===== src/rtl/pll_ctrl_if.sv =====
// pll_ctrl_if: PLL lock/control lines, dynamic settings and reconfiguration handshake
interface pll_ctrl_if;
  logic       pll_lock, pll_pwd, pll_rst, ready, fault;
  logic       cfg_req, cfg_ack, cfg_err;
  logic [9:0] cfg_odiv0, cfg_odiv1, cfg_duty0, cfg_duty1;
  logic [9:0] dyn_odiv0, dyn_odiv1, dyn_duty0, dyn_duty1;
  logic [7:0] lock_loss_cnt;
  modport master (
    output pll_lock, cfg_req, cfg_odiv0, cfg_odiv1, cfg_duty0, cfg_duty1,
    input  pll_pwd, pll_rst, ready, fault, cfg_ack, cfg_err,
           dyn_odiv0, dyn_odiv1, dyn_duty0, dyn_duty1, lock_loss_cnt
  );
  modport slave (
    input  pll_lock, cfg_req, cfg_odiv0, cfg_odiv1, cfg_duty0, cfg_duty1,
    output pll_pwd, pll_rst, ready, fault, cfg_ack, cfg_err,
           dyn_odiv0, dyn_odiv1, dyn_duty0, dyn_duty1, lock_loss_cnt
  );
endinterface


===== src/rtl/pll_ctrl.sv =====
// pll_ctrl: PLL bring-up sequencer with lock debounce, timeout retry, lock-loss recovery and runtime reconfiguration
module pll_ctrl #(
  parameter int         PWD_CYCLES   = 10,
  parameter int         RST_CYCLES   = 10,
  parameter int         LOCK_STABLE  = 16,
  parameter int         LOCK_TIMEOUT = 65535,
  parameter int         MAX_RETRY    = 3,
  parameter logic [9:0] ODIV_DEF     = 10'd100,
  parameter logic [9:0] DUTY_DEF     = 10'd100
) (
  input logic       clk,
  input logic       rst,
  pll_ctrl_if.slave bus
);
  localparam logic [15:0] PWD_LAST = 16'(PWD_CYCLES - 1);
  localparam logic [15:0] RST_LAST = 16'(RST_CYCLES - 1);
  localparam logic [15:0] STAB_N   = 16'(LOCK_STABLE);
  localparam logic [15:0] TMO      = 16'(LOCK_TIMEOUT);
  localparam logic [7:0]  RETRY_N  = 8'(MAX_RETRY);
  typedef enum logic [2:0] {PWD, RST, WAIT_LOCK, LOCKED, RECFG, FAULT} state_t;
  state_t          state_q, state_d;
  logic [1:0]      sync_q;
  logic [15:0]     cnt_q, cnt_d, stab_q, stab_d;
  logic [7:0]      retry_q, retry_d, loss_q, loss_d;
  logic [3:0][9:0] dyn_q, dyn_d;
  logic            blk_q, blk_d, ack_q, ack_d, err_q, err_d;
  logic            pwd_q, pwd_d, prst_q, prst_d, ready_q, ready_d, fault_q, fault_d;
  logic            lock_s, cfg_bad;
  assign lock_s  = sync_q[1];
  assign cfg_bad = bus.cfg_odiv0 == '0 || bus.cfg_odiv1 == '0 ||
                   bus.cfg_duty0 == '0 || bus.cfg_duty1 == '0;
  always_comb begin
    state_d = state_q;
    retry_d = retry_q;
    loss_d  = loss_q;
    dyn_d   = dyn_q;
    ack_d   = 1'b0;
    err_d   = 1'b0;
    unique case (state_q)
      PWD:       state_d = cnt_q == PWD_LAST ? RST : PWD;
      RST:       state_d = cnt_q == RST_LAST ? WAIT_LOCK : RST;
      WAIT_LOCK: begin
        if (stab_q == STAB_N) begin
          state_d = LOCKED;
          retry_d = '0;
        end else if (cnt_q == TMO) begin
          retry_d = retry_q + 8'd1;
          state_d = retry_d < RETRY_N ? PWD : FAULT;
        end
      end
      LOCKED: begin
        if (!lock_s) begin
          state_d = RST;
          loss_d  = loss_q == 8'hff ? loss_q : loss_q + 8'd1;
        end else if (bus.cfg_req && !blk_q) begin
          state_d = RECFG;
        end
      end
      RECFG: begin
        ack_d   = 1'b1;
        err_d   = cfg_bad;
        state_d = cfg_bad ? LOCKED : RST;
        dyn_d   = cfg_bad ? dyn_q : {bus.cfg_duty1, bus.cfg_duty0, bus.cfg_odiv1, bus.cfg_odiv0};
      end
      default:   state_d = FAULT;
    endcase
    cnt_d   = state_d == state_q ? cnt_q + 16'd1 : '0;
    stab_d  = state_q == WAIT_LOCK && lock_s ? stab_q + 16'd1 : '0;
    blk_d   = ack_d | (blk_q & bus.cfg_req);
    pwd_d   = state_d == PWD;
    prst_d  = state_d inside {PWD, RST, FAULT};
    ready_d = state_d inside {LOCKED, RECFG};
    fault_d = state_d == FAULT;
  end
  always_ff @(posedge clk) begin
    sync_q <= {sync_q[0], bus.pll_lock};
    if (rst) begin
      state_q <= PWD;
      cnt_q   <= '0;
      stab_q  <= '0;
      retry_q <= '0;
      loss_q  <= '0;
      dyn_q   <= {DUTY_DEF, DUTY_DEF, ODIV_DEF, ODIV_DEF};
      blk_q   <= 1'b0;
      ack_q   <= 1'b0;
      err_q   <= 1'b0;
      pwd_q   <= 1'b1;
      prst_q  <= 1'b1;
      ready_q <= 1'b0;
      fault_q <= 1'b0;
    end else begin
      state_q <= state_d;
      cnt_q   <= cnt_d;
      stab_q  <= stab_d;
      retry_q <= retry_d;
      loss_q  <= loss_d;
      dyn_q   <= dyn_d;
      blk_q   <= blk_d;
      ack_q   <= ack_d;
      err_q   <= err_d;
      pwd_q   <= pwd_d;
      prst_q  <= prst_d;
      ready_q <= ready_d;
      fault_q <= fault_d;
    end
  end
  assign bus.pll_pwd       = pwd_q;
  assign bus.pll_rst       = prst_q;
  assign bus.ready         = ready_q;
  assign bus.fault         = fault_q;
  assign bus.cfg_ack       = ack_q;
  assign bus.cfg_err       = err_q;
  assign bus.lock_loss_cnt = loss_q;
  assign bus.dyn_odiv0     = dyn_q[0];
  assign bus.dyn_odiv1     = dyn_q[1];
  assign bus.dyn_duty0     = dyn_q[2];
  assign bus.dyn_duty1     = dyn_q[3];
endmodule


===== src/flat_wrapper.sv =====
// flat-port wrapper written by rule: the top's interface ports become plain ports
module pll_ctrl_flat 
#(
  parameter int         PWD_CYCLES   = 10,
  parameter int         RST_CYCLES   = 10,
  parameter int         LOCK_STABLE  = 16,
  parameter int         LOCK_TIMEOUT = 65535,
  parameter int         MAX_RETRY    = 3,
  parameter logic [9:0] ODIV_DEF     = 10'd100,
  parameter logic [9:0] DUTY_DEF     = 10'd100
)
  (clk, rst, bus_pll_lock, bus_cfg_req, bus_cfg_odiv0, bus_cfg_odiv1, bus_cfg_duty0, bus_cfg_duty1, bus_pll_pwd, bus_pll_rst, bus_ready, bus_fault, bus_cfg_ack, bus_cfg_err, bus_dyn_odiv0, bus_dyn_odiv1, bus_dyn_duty0, bus_dyn_duty1, bus_lock_loss_cnt);
  pll_ctrl_if bus_i ();
  input logic clk;
  input logic rst;
  input wire logic [$bits(bus_i.pll_lock)-1:0] bus_pll_lock;
  input wire logic [$bits(bus_i.cfg_req)-1:0] bus_cfg_req;
  input wire logic [$bits(bus_i.cfg_odiv0)-1:0] bus_cfg_odiv0;
  input wire logic [$bits(bus_i.cfg_odiv1)-1:0] bus_cfg_odiv1;
  input wire logic [$bits(bus_i.cfg_duty0)-1:0] bus_cfg_duty0;
  input wire logic [$bits(bus_i.cfg_duty1)-1:0] bus_cfg_duty1;
  output wire logic [$bits(bus_i.pll_pwd)-1:0] bus_pll_pwd;
  output wire logic [$bits(bus_i.pll_rst)-1:0] bus_pll_rst;
  output wire logic [$bits(bus_i.ready)-1:0] bus_ready;
  output wire logic [$bits(bus_i.fault)-1:0] bus_fault;
  output wire logic [$bits(bus_i.cfg_ack)-1:0] bus_cfg_ack;
  output wire logic [$bits(bus_i.cfg_err)-1:0] bus_cfg_err;
  output wire logic [$bits(bus_i.dyn_odiv0)-1:0] bus_dyn_odiv0;
  output wire logic [$bits(bus_i.dyn_odiv1)-1:0] bus_dyn_odiv1;
  output wire logic [$bits(bus_i.dyn_duty0)-1:0] bus_dyn_duty0;
  output wire logic [$bits(bus_i.dyn_duty1)-1:0] bus_dyn_duty1;
  output wire logic [$bits(bus_i.lock_loss_cnt)-1:0] bus_lock_loss_cnt;
  assign bus_i.pll_lock = bus_pll_lock;
  assign bus_i.cfg_req = bus_cfg_req;
  assign bus_i.cfg_odiv0 = bus_cfg_odiv0;
  assign bus_i.cfg_odiv1 = bus_cfg_odiv1;
  assign bus_i.cfg_duty0 = bus_cfg_duty0;
  assign bus_i.cfg_duty1 = bus_cfg_duty1;
  assign bus_pll_pwd = bus_i.pll_pwd;
  assign bus_pll_rst = bus_i.pll_rst;
  assign bus_ready = bus_i.ready;
  assign bus_fault = bus_i.fault;
  assign bus_cfg_ack = bus_i.cfg_ack;
  assign bus_cfg_err = bus_i.cfg_err;
  assign bus_dyn_odiv0 = bus_i.dyn_odiv0;
  assign bus_dyn_odiv1 = bus_i.dyn_odiv1;
  assign bus_dyn_duty0 = bus_i.dyn_duty0;
  assign bus_dyn_duty1 = bus_i.dyn_duty1;
  assign bus_lock_loss_cnt = bus_i.lock_loss_cnt;
  pll_ctrl #(.PWD_CYCLES(PWD_CYCLES), .RST_CYCLES(RST_CYCLES), .LOCK_STABLE(LOCK_STABLE), .LOCK_TIMEOUT(LOCK_TIMEOUT), .MAX_RETRY(MAX_RETRY), .ODIV_DEF(ODIV_DEF), .DUTY_DEF(DUTY_DEF)) u_core (.clk(clk), .rst(rst), .bus(bus_i));
endmodule

===== config.mk =====
export PLATFORM = sky130hd
export DESIGN_NAME = pll_ctrl_flat
export DESIGN_NICKNAME = d
export VERILOG_FILES = /design/src/rtl/pll_ctrl_if.sv /design/src/rtl/pll_ctrl.sv /design/src/flat_wrapper.sv
export SDC_FILE = /design/constraint.sdc
export NUM_CORES = 1
export LEC_CHECK = 0
export ABC_AREA = 1
export ABC_CLOCK_PERIOD_IN_PS = 5690
export CAP_MARGIN = 20
export CORE_MARGIN = 2
export CORE_UTILIZATION = 25
export DETAILED_ROUTE_END_ITERATION = 12
export PLACE_DENSITY = 0.52
export SYNTH_ARGS = -nofsm -noshare
export SYNTH_HDL_FRONTEND = slang
export SYNTH_SLANG_ARGS = --single-unit

===== constraint.sdc =====
create_clock -name clk -period 5.69 [get_ports clk]
set_clock_uncertainty 0.05 [all_clocks]
set_input_delay 0.569 -clock clk [delete_from_list [all_inputs] [get_ports clk]]
set_output_delay 0.569 -clock clk [all_outputs]
set_load 0.01 [all_outputs]

* Word level (Yosys, flattened, before mapping) *
Cells that the tools add are included.

operators by class
  $add $sub $neg = 4
  reductions and logical operators = 21
  bitwise logic cells = 8
  mux-type cells = 12
  order comparisons = 1
  equality and inequality tests = 13

operators by type and width
  cell                     number
  $logic_not A10 Y1        4
  $add A16 B1 Y16 const B  2
  $add A8 B1 Y8 const B    2
  $eq A16 B16 Y1 const B   1
  $eq A16 B4 Y1 const B    1
  $eq A16 B5 Y1 const B    1
  $mux W8                  2
  $mux W3                  5
  $pmux W3 S5              1
  $eq A3 B2 Y1 const B     3
  $eq A3 B3 Y1 const B     3
  $eq A8 B8 Y1 const B     1
  $lt A8 B2 Y1 const B     1
  $eq A3 B1 Y1 const B     2
  $logic_not A3 Y1         2
  $not A1 Y1               6
  $reduce_or A2 Y1         3
  $mux W2                  2
  $reduce_and A2 Y1        2
  $reduce_bool A2 Y1       2
  $eq A3 B3 Y1             1
  $logic_or A1 B1 Y1       3
  $reduce_and A3 Y1        1
  $reduce_bool A3 Y1       1
  5 further kinds          7

word-level totals
  input port bits = 44
  register bits = 100

* Logic depth before layout (Yosys ltp) *
Gate-level depths: netlist of the first run.

  depth in word-level cells = 9
  mapped depth = 16
  mapped depth without buffers = 15

* Worst setup path before layout of the first run *
OpenSTA, ideal clock, no wires.

  path kind = reg-to-reg
  start point = register u_core.cnt_q[0]
  end point = register u_core.cnt_q[12]
  setup time = 120 ps
  path slack = 3838 ps
  arrival time = 1682 ps
  data required time = 5520 ps
  stages on the path, launching flop included = 16
  path through = dfxtp_1 > ha_1 > nand2_1 > inv_2 > nand2_2 > nor2_4 > nand3_2 > nand2_1 > nand2_1 > nand2_1 > nand3_1 > nand2_1 > nand2_2 > nand3_4 > buf_12 > nor2_4

between the ends
  word-level cells in the longest chain between the ends = 7
  elaborated cells between the ends (all ways) = 11
  classes of those cells = add/sub (1); eq/ne (3); mux (5); bitwise (1); reduce/logical (1)

ends and longest elaborated chain
  item                        RTL line        RTL
  from (decl)                 pll_ctrl.sv:23  logic [15:0] cnt_q, cnt_d, stab_q, stab_d;
  from (signal assigned)      pll_ctrl.sv:93  cnt_q <= cnt_d;
  $eq A16 B16 Y1              pll_ctrl.sv:46  end else if (cnt_q == TMO) begin
  $mux W3                     pll_ctrl.sv:46
  $mux W3                     pll_ctrl.sv:43  if (stab_q == STAB_N) begin
  $pmux W3 S5                 pll_ctrl.sv:39  unique case (state_q)
  $eq A3 B3 Y1                pll_ctrl.sv:67  cnt_d = state_d == state_q ? cnt_q + 16'd1 : '0;
  $not A1 Y1 (no line)        --
  $reduce_or A2 Y1 (no line)  --

Several ways; a longest one is shown, not always the timed one.
A chain may end at the register's enable or synchronous reset.

* Worst setup path after layout of the first run *
  start point = input port bus_cfg_odiv1[1]
  end point = register u_core.dyn_q, in the netlist u_core.bus.dyn_duty0[3]

between the ends
  word-level cells in the longest chain between the ends = 6

ends and longest elaborated chain
  item                             RTL line            RTL
  from (decl)                      flat_wrapper.sv:19  input wire logic [$bits(bus_i.cfg_odiv1)-1:0] bus_cfg_odiv1;
  $logic_not A10 Y1                pll_ctrl.sv:30      assign cfg_bad = bus.cfg_odiv0 == '0 || bus.cfg_odiv1 == '0 ||
  $logic_or A1 B1 Y1 (2 in a row)  pll_ctrl.sv:30
  $logic_or A1 B1 Y1               pll_ctrl.sv:31      bus.cfg_duty0 == '0 || bus.cfg_duty1 == '0;
  $not A1 Y1 (no line)             --
  $reduce_and A2 Y1 (no line)      --
  to (signal assigned)             pll_ctrl.sv:83      dyn_q <= {DUTY_DEF, DUTY_DEF, ODIV_DEF, ODIV_DEF};
  to (signal assigned)             pll_ctrl.sv:97      dyn_q <= dyn_d;
  to (decl)                        pll_ctrl.sv:25      logic [3:0][9:0] dyn_q, dyn_d;

No other way between the ends.

==> impl_metrics.env, run 1 <==
export IMPL_status="finished, final reports clean"
export IMPL_synthTopCellsByArea="dfxtp_1, nor2_1, nand2_1, inv_1, o21ai_0"
export IMPL_route_detailed_drc=0
export IMPL_area_growth_syn_to_layout_pct=33.5
export IMPL_gp_congestion=0.785
export IMPL_rrSetupSlack_ns=3.57
export IMPL_drt_iter0_markers=114
export IMPL_hp_class="reg2reg"
export IMPL_hold_start="u_core.sync_q[0]"
export IMPL_yosysMostFrequentCell="nor2_1"
export IMPL_synth_cells=619
export IMPL_clock_latency_ns=0.36
export IMPL_rsz0062_at_grt="false"
export IMPL_holdBufCountCts=0
export IMPL_clock_sinks=100
export IMPL_cts_root_buf="clkbuf_16"
export IMPL_cap_violations=0
export IMPL_grt_pass1_wl_mm=19.4
export IMPL_grt_usage_pct=12.4
export IMPL_setup_violations_final=0
export IMPL_viasPerCell=4.30
export IMPL_fin_nets=764
export IMPL_hold_violations=0
export IMPL_clk_path_buf_depth=2
export IMPL_grt_max_degree=49
export IMPL_finalCriticalPeriod_ns=2.23
export IMPL_numCtsBuffers=9
export IMPL_fin_crit_sh_pct=39.2
export IMPL_postCtsResizedCells=0
export IMPL_finalSetupTns_ns=0
export IMPL_cp_start_kind="input port"
export IMPL_synth_top_area_share_pct=44.0
export IMPL_synth_edf_count=0
export IMPL_yosys_area_top_type="dfxtp_1"
export IMPL_leakage_uw=0.00242
export IMPL_synthesis_area_um2=4550
export IMPL_synth_net_count=670
export IMPL_rows=49
export IMPL_wl_per_cell_um=12.2
export IMPL_die_y_um=139
export IMPL_irDropWorstVdd_v=0.000136
export IMPL_avgSynthCellArea_um2=7.35
export IMPL_synth_ff_type="dfxtp_1"
export IMPL_die_area_um2=19300
export IMPL_fill_cells=1903
export IMPL_async_flop_share_pct=0
export IMPL_port_buffers=97
export IMPL_tritoncts="built"
export IMPL_endpoint_kind="flop"
export IMPL_p_per_area_nw_per_um2=234
export IMPL_min_to="u_core.sync_q[1]"
export IMPL_yosysSeqAreaShare_pct=44.0
export IMPL_max_freq_mhz=448
export IMPL_drive_above_1_share_pct=8.50
export IMPL_die_w_um=139
export IMPL_critPathSlowestCell="clkdlybuf4s50_1"
export IMPL_core_area_um2=17900
export IMPL_worstSetupPathType="in2reg"
export IMPL_reg2reg_depth=14
export IMPL_vias=4069
export IMPL_overflow=0
export IMPL_diodes=0
export IMPL_critPathArrivalTime_ns=2.48
export IMPL_h_tree_depth=3
export IMPL_postRouteAntennaNets=0
export IMPL_first_pass_iters=4
export IMPL_post_cts_buffers=0
export IMPL_start_util_pct=25.4
export IMPL_critPathMaxStageDelay_ns=0.45
export IMPL_synth_yosys_warnings=0
export IMPL_ys_top_cells_by_count="nor2_1, dfxtp_1, nand2_1"
export IMPL_tightest_slew_ns=0.501
export IMPL_dp_hpwl_mm=8.55
export IMPL_antenna_found_initial=0
export IMPL_synth_seq_cells=100
export IMPL_r2r_start="u_core.cnt_q[0]"
export IMPL_worstReg2RegEnd="u_core.cnt_q[5]"
export IMPL_cp_cell_sequence="clkdlybuf4s50_1 > nor2_1 > nand3_1 > nor2_1 > nor2_1 > nand2_1 > nor2_2 > inv_1 > buf_4 > nor2_1 > nor2_1"
export IMPL_io_pin_count=98
export IMPL_ys_types=33
export IMPL_grt_pass1_vias=4026
export IMPL_holdPathStages=0
export IMPL_final_max_slew_viol_count=0
export IMPL_slew_headroom_pct=66.5
export IMPL_drt_wl_total_mm=11.6
export IMPL_clkTransAtPathRegs_ns=0.07
export IMPL_worstPathRequired_ns=5.94
export IMPL_final_util_pct=33.9
export IMPL_path_common_cell="nor2_1"
export IMPL_crit_path_max_fanout=26
==> layout make-up <==
cell class	count	area [um2]	area share, %
clock buffer	9	225	3.71
clock inverter	7	92.6	1.52
inverter	64	240	3.95
multi-input combinational	437	2230	36.7
sequential	100	2000	32.9
tap	229	287	4.72
timing repair buffer	101	1000	16.5
==> cells by family (layout without fill, tap and decap cells) <==
family / count (synthesis) / after routing / share of synthesized area (%)
fa+ha+maj: 7 / 7 / 1.92
simple gates: 332 / 332 / 34.3
compound gates: 80 / 80 / 9.18
buf+inv: 82 / 181 / 7.12
flops: 100 / 100 / 44.0
xor+xnor: 18 / 18 / 3.46
==> stage by stage <==
stage	power (uW)	std cells	hold WS [ns]	setup WS, ns	area, um2
6_report	1420	947	0.282	3.46	6080
5_1_grt	1480	947	0.297	3.20	6080
4_1_cts	1450	947	0.289	3.42	6080
3_5_place_dp	783	931	0.268	3.04	5760
3_3_place_gp	783	931	0.262	3.06	5760
2_1_floorplan	742	619	0.260	3.84	4550
==> cells in the final DEF, fill, tap and decap left out, types with 10 or more instances in the layout <==
cell type	n
a21oi_1	31
clkdlybuf4s50_1	97
dfxtp_1	100
inv_1	56
nand2_1	100
nand3_1	38
nand4_1	10
nor2_1	134
nor2_4	12
nor3_1	12
o21ai_0	40
xor2_1	16
==> worst max path at each step <==
stage | startpoint | endpoint | cells after the start
detailed placement | bus_cfg_duty0[7] | u_core.bus.dyn_duty0[4] | 11
global placement | bus_cfg_duty0[7] | u_core.cnt_q[2] | 12
CTS | bus_cfg_duty0[7] | u_core.bus.dyn_duty0[3] | 11
floorplan | u_core.cnt_q[0] | u_core.cnt_q[12] | 15
global route | bus_cfg_duty0[7] | u_core.bus.dyn_odiv1[4] | 11
finish | bus_cfg_odiv1[1] | u_core.bus.dyn_duty0[3] | 11
==> power breakdown <==
part	total (uW)	internal [uW]	switching, uW
Combinational	61.1	33.3	27.7
Clock	655	354	301
Sequential	704	702	2.36
==> state kept, by name, indices dropped and copies added (netlist names) <==
name,flops
u_core.bus.dyn_odiv1,10
u_core.bus.fault,1
u_core.sync_q,2
u_core.cnt_q,16
u_core.bus.cfg_err,1
u_core.bus.dyn_duty1,10
u_core.blk_q,1
u_core.bus.pll_pwd,1
u_core.state_q,3
u_core.bus.lock_loss_cnt,8
u_core.stab_q,16
u_core.bus.pll_rst,1
u_core.bus.dyn_duty0,10
u_core.bus.cfg_ack,1
u_core.bus.dyn_odiv0,10
u_core.retry_q,8
u_core.bus.ready,1
==> routing by layer <==
layer  vias to the layer above  GRT usage, %  wire, um
li1                       2167             -         -
met1                      1784          14.7      5180
met2                        99          19.4      5000
met3                        19          5.56      1120
met4                         0          5.32       258
met5                         -             0         0
==> critical path, delay by kind of cell <==
| family | cells | cell delay, ns |
|---|---|---|
| simple gates | 8 | 0.74 |
| buf+inv | 3 | 1.17 |
Note: power is estimated with default switching activity, not from simulation.
==> inputs of run 2 (changes only) <==
--- a/config.mk
+++ b/config.mk
@@ -6,12 +6,12 @@
 export NUM_CORES = 1
 export LEC_CHECK = 0
 export ABC_AREA = 1
-export ABC_CLOCK_PERIOD_IN_PS = 5690
+export ABC_CLOCK_PERIOD_IN_PS = 1900
 export CAP_MARGIN = 20
 export CORE_MARGIN = 2
 export CORE_UTILIZATION = 25
 export DETAILED_ROUTE_END_ITERATION = 12
-export PLACE_DENSITY = 0.52
+export PLACE_DENSITY = 0.54
 export SYNTH_ARGS = -nofsm -noshare
 export SYNTH_HDL_FRONTEND = slang
 export SYNTH_SLANG_ARGS = --single-unit
==> constraint.sdc (replaced) <==
create_clock -name clk -period 1.9 [get_ports clk]
set_clock_uncertainty 0.05 [all_clocks]
set_input_delay 0.19 -clock clk [delete_from_list [all_inputs] [get_ports clk]]
set_output_delay 0.19 -clock clk [all_outputs]
set_load 0.01 [all_outputs]
==> run 2 against run 1 <==
Net effect: clock power grew to 2.7 times the previous value; sequential share of layout area fell by 3.4 points; register-to-register slack worse by 3.6 ns; cell count grew 6.5%; via count grew 7.3%; clock-buffer cell count is 3 higher; worst setup slack lost 3.5 ns; critical path type is now reg2reg.
==> impl_metrics.env, run 2 (synthesis results as in run 1) <==
export IMPL_leakage_uw=0.00282
export IMPL_postRouteAntennaNets=0
export IMPL_fin_cells=1009
export IMPL_hold_start="bus_pll_lock"
export IMPL_final_max_slew_viol_count=0
export IMPL_dp_cells=985
export IMPL_port_buffers=97
export IMPL_multi_input_area_um2=2460
export IMPL_clock_latency_ns=0.35
export IMPL_grt_max_degree=49
export IMPL_die_y_um=139
export IMPL_drt_iter0_markers=133
export IMPL_die_w_um=139
export IMPL_dp_hpwl_mm=8.88
export IMPL_grt_usage_pct=12.9
export IMPL_finalSetupTns_ns=0
export IMPL_setup_violations_final=0
export IMPL_core_area_um2=17900
export IMPL_fin_crit_sh_pct=99.6
export IMPL_first_pass_iters=4
export IMPL_start_util_pct=25.4
export IMPL_clkPwrFrac_pct=43.1
export IMPL_rsz0062_at_grt="true"
export IMPL_power_internal_uw=3220
export IMPL_slew_headroom_pct=75.0
export IMPL_finalCriticalPeriod_ns=1.89
export IMPL_area_growth_syn_to_layout_pct=50.1
export IMPL_vias=4368
export IMPL_cts_root_buf="clkbuf_16"
export IMPL_worstSetupPathType="reg2reg"
export IMPL_holdBufCountCts=0
export IMPL_hp_class="in2reg"
export IMPL_drt_wl_total_mm=12.3
export IMPL_tritoncts="built"
export IMPL_grt_pass1_vias=4139
export IMPL_power_total_uw=4150
export IMPL_clock_sinks=100
export IMPL_clkTransAtPathRegs_ns=0.07
export IMPL_cp_start_kind="flop"
export IMPL_seqPwrFrac_pct=50.8
export IMPL_fin_nets=826
export IMPL_p_sw_uw=933
export IMPL_p_per_area_nw_per_um2=608
export IMPL_max_freq_mhz=528
export IMPL_endpoint_kind="flop"
export IMPL_wl_per_cell_um=12.2
export IMPL_cp_startpoint="u_core.cnt_q[1]"
export IMPL_status="finished, final reports clean"
export IMPL_share_comb_of_total_power_pct=6.1
export IMPL_seqCellArea_um2=2020
export IMPL_grt_pass1_wl_mm=20.2
export IMPL_irDropWorstVdd_v=0.000339
export IMPL_gp_congestion=0.815
export IMPL_hold_violations=0
export IMPL_largestRegisters="u_core.cnt_q (16), u_core.stab_q (16)"
export IMPL_viasPerCell=4.33
export IMPL_cap_violations=0
export IMPL_io_pin_count=98
export IMPL_clk_path_buf_depth=2
export IMPL_layout_commonest_cell="nor2_1"
export IMPL_rows=49
export IMPL_h_tree_depth=3
export IMPL_antenna_found_initial=0
export IMPL_overflow=0
export IMPL_worstPathRequired_ns=2.14
export IMPL_numCtsBuffers=9
export IMPL_r2r_start="u_core.cnt_q[1]"
export IMPL_tightest_slew_ns=0.372
export IMPL_design_area_um2=6830
export IMPL_route_detailed_drc=0
export IMPL_critPathArrivalTime_ns=2.13
export IMPL_final_cell_mix="nor2_1, clkdlybuf4s50_1, dfxtp_1"
export IMPL_crit_path_max_fanout=8
export IMPL_fill_cells=1905
export IMPL_drive_above_1_share_pct=23.2
export IMPL_diodes=0
export IMPL_swShare_pct=22.5
export IMPL_final_util_pct=38.2
export IMPL_die_area_um2=19300
export IMPL_placed_area_um2=6200
-- run 2: cell type report --
type / instances / share of cell area [%]
Multi-Input combinational cell: 437 / 36.0
Clock buffer: 12 / 3.76
Timing Repair Buffer: 163 / 22.5
Sequential cell: 100 / 29.5
Inverter: 64 / 3.52
Tap cell: 229 / 4.19
Clock inverter: 4 / 0.476
-- run 2: power groups by stage --
stage	Sequential [uW]	Clock [uW]	Combinational (uW)
after CTS	2110	1860	243
after global placement	2160	0	231
after floorplan	2160	0	64.8
after detailed placement	2160	0	231
after global routing	2110	1950	275
final	2110	1790	253
-- run 2: final timing paths --
path / endpoint / slack (ns) / cells after the start
setup / recovery: u_core.cnt_q[0] / 0.007 / 14
hold / removal: u_core.sync_q[0] / 0.23 / 1
setup reg to reg: u_core.cnt_q[0] / 0.007 / 14
hold reg to reg: u_core.sync_q[1] / 0.28 / 0
-- run 2: worst max-delay path: stages (launching register included) --
cell,delay [ns]
dfxtp_2,0.34
buf_4,0.13
inv_1,0.05
ha_2,0.17
nand3_2,0.09
nor2_4,0.15
nand3_2,0.09
o21ai_1,0.09
inv_1,0.08
nand3_2,0.09
nand2_2,0.06
nand2_2,0.08
nand3_4,0.12
buf_12,0.18
nor2_2,0.07
-- run 2: what timing repair did --
item                                    CTS  global route
pin swaps                                13            21
cloned                                    1             0
endpoints found under the setup margin   18            37
buffers inserted                          8             0
resized for setup                        21            56
-- run 2: layer usage --
layer / routed length (um) / global-route usage, %
met5: 0 / 0
met4: 269 / 5.58
met3: 1090 / 5.39
met2: 5400 / 19.7
met1: 5500 / 15.9
-- run 2: through the flow --
stage               hold WS (ns)  setup WS (ns)
global route               0.220         -0.142
global placement           0.268         -0.113
CTS                        0.213       0.000562
floorplan                  0.168         0.0478
finish                     0.230        0.00684
detailed placement         0.271         -0.103
==> inputs of run 3 (changes only) <==
--- a/config.mk
+++ b/config.mk
@@ -8,7 +8,7 @@
 export ABC_AREA = 1
 export ABC_CLOCK_PERIOD_IN_PS = 1900
 export CAP_MARGIN = 20
-export CORE_MARGIN = 2
+export CORE_MARGIN = 5
 export CORE_UTILIZATION = 25
 export DETAILED_ROUTE_END_ITERATION = 12
 export PLACE_DENSITY = 0.54
==> run 3 against run 2 <==
Net effect: cell count is 0.50% lower; worst setup slack better by 0.025 ns; fmax grew 1.3%; critical path type unchanged; sequential share of layout area is essentially flat; register-to-register slack improved by 0.03 ns; non-clock buffer count shrank 5; cell area is the same; via count is 1.9% lower; die area is 8.8% higher; largest power group unchanged.
==> impl_metrics.env, run 3 (synthesis results as in run 1) <==
export IMPL_clock_sinks=100
export IMPL_core_area_um2=18000
export IMPL_h_tree_depth=3
export IMPL_fill_cells=1840
export IMPL_holdPathStages=1
export IMPL_drt_iter0_markers=139
export IMPL_grt_pass1_vias=4202
export IMPL_irDropWorstVdd_v=0.000581
export IMPL_antenna_found_initial=0
export IMPL_die_area_um2=21000
export IMPL_worstSetupPathType="reg2reg"
export IMPL_setup_violations_final=0
export IMPL_power_total_uw=4300
export IMPL_p_per_area_nw_per_um2=629
export IMPL_final_max_slew_viol_count=0
export IMPL_first_pass_iters=4
export IMPL_area_growth_syn_to_layout_pct=50.1
export IMPL_rows=49
export IMPL_vias=4286
export IMPL_route_detailed_drc=0
export IMPL_design_area_um2=6830
export IMPL_reg2reg_depth=14
export IMPL_final_cell_mix="nor2_1, clkdlybuf4s50_1, dfxtp_1"
export IMPL_worstPathRequired_ns=2.09
export IMPL_diodes=0
export IMPL_die_w_um=145
export IMPL_layout_commonest_cell="nor2_1"
export IMPL_io_pin_count=98
export IMPL_min_to="u_core.sync_q[0]"
export IMPL_overflow=0
export IMPL_gp_congestion=0.822
export IMPL_numCtsBuffers=9
export IMPL_placed_area_um2=6210
export IMPL_port_buffers=97
export IMPL_clock_latency_ns=0.35
export IMPL_start_util_pct=25.3
export IMPL_endpoint_kind="flop"
export IMPL_holdBufCountCts=0
export IMPL_place_ws_ns=-0.124
export IMPL_worstReg2RegEnd="u_core.cnt_q[2]"
export IMPL_leakage_uw=0.00278
export IMPL_drive_above_1_share_pct=22.3
export IMPL_grt_pass1_wl_mm=20.4
export IMPL_clk_path_buf_depth=2
export IMPL_largestRegisters="u_core.cnt_q (16), u_core.stab_q (16)"
export IMPL_rrSetupSlack_ns=0.03
export IMPL_dp_hpwl_mm=9.27
export IMPL_drt_wl_total_mm=12.3
export IMPL_finalCriticalPeriod_ns=1.87
export IMPL_seqCellArea_um2=2020
export IMPL_postRouteAntennaNets=0
export IMPL_multi_input_area_um2=2470
export IMPL_fin_crit_sh_pct=98.3
export IMPL_crit_path_max_fanout=8
export IMPL_max_freq_mhz=535
export IMPL_critPathArrivalTime_ns=2.06
export IMPL_tightest_slew_ns=0.352
export IMPL_cts_root_buf="clkbuf_16"
export IMPL_setup_ws_ns=0.0319
export IMPL_die_y_um=145
export IMPL_cp_start_kind="flop"
export IMPL_rsz0062_at_grt="true"
export IMPL_r2r_start="u_core.stab_q[1]"
export IMPL_grt_max_degree=41
export IMPL_hold_start="bus_pll_lock"
export IMPL_hp_class="in2reg"
export IMPL_cap_violations=0
export IMPL_grt_usage_pct=11.5
export IMPL_slew_headroom_pct=76.3
export IMPL_viasPerCell=4.27
export IMPL_clkTransAtPathRegs_ns=0.07
export IMPL_hold_violations=0
export IMPL_tritoncts="built"
export IMPL_fin_nets=821
export IMPL_status="finished, final reports clean"
export IMPL_wl_per_cell_um=12.3
-- run 3: how the worst max path moves through the flow --
| stage | to | start | cells after the start | slack [ns] |
|---|---|---|---|---|
| after floorplan | u_core.cnt_q[6] | u_core.cnt_q[0] | 15 | 0.05 |
| after global placement | u_core.bus.pll_pwd | bus_cfg_duty0[5] | 13 | -0.1 |
| after detailed placement | u_core.bus.dyn_duty0[7] | bus_cfg_duty0[5] | 11 | -0.12 |
| after CTS | u_core.cnt_q[1] | u_core.retry_q[0] | 14 | 0.009 |
| after global routing | u_core.cnt_q[12] | u_core.stab_q[1] | 14 | -0.08 |
| final | u_core.cnt_q[2] | u_core.stab_q[1] | 14 | 0.03 |
-- run 3: worst max-delay path: stages (launching register included) --
cell     delay (ns)
dfxtp_2        0.34
inv_2          0.08
ha_4           0.14
nand2_2        0.05
nor3_2         0.14
nand4_1        0.16
nor2_2         0.17
nor2_1         0.05
nand2_1        0.06
nand2_1        0.05
nand2_2        0.11
nand2_2        0.08
nand3_4        0.09
buf_12         0.15
nor2_1         0.04
-- run 3: repair_timing --
item | in CTS | in global routing
pin swaps | 3 | 22
resized for setup | 9 | 68
endpoints found under the setup margin | 6 | 49
buffers inserted | 2 | 2
-- run 3: area by class of cell --
type / instances / share of cell area (%)
clock inverter: 7 / 1.34
sequential: 100 / 29.5
clock buffer: 9 / 3.30
inverter: 64 / 3.52
tap: 229 / 4.19
timing repair buffer: 158 / 22.0
multi-input combinational: 437 / 36.2
-- run 3: power by group --
group	internal [uW]	switching (uW)	leakage [uW]
combinational	145	96.8	0.00182
sequential	2100	8.17	0.000811
clock	1060	891	0.000152
total	3300	996	0.00278
-- run 3: metal layers --
layer  vias up  wire length (um)  GRT usage (%)
li1       2285                 -              -
met1      1885              5420           14.0
met2       108              5480           17.9
met3         8              1320           6.30
met4         0               119           2.68
met5         -                 0              0
-- run 3: per-stage QoR --
step,setup TNS (ns),util [%],std cells,hold WS [ns]
after floorplan,0,-,619,0.168
after global placement,-3.68,34.5,984,0.261
after detailed placement,-5.21,34.5,984,0.265
after CTS,0,36.5,1002,0.218
after global routing,-1.22,38.0,1004,0.224
final,0,38.0,1004,0.231
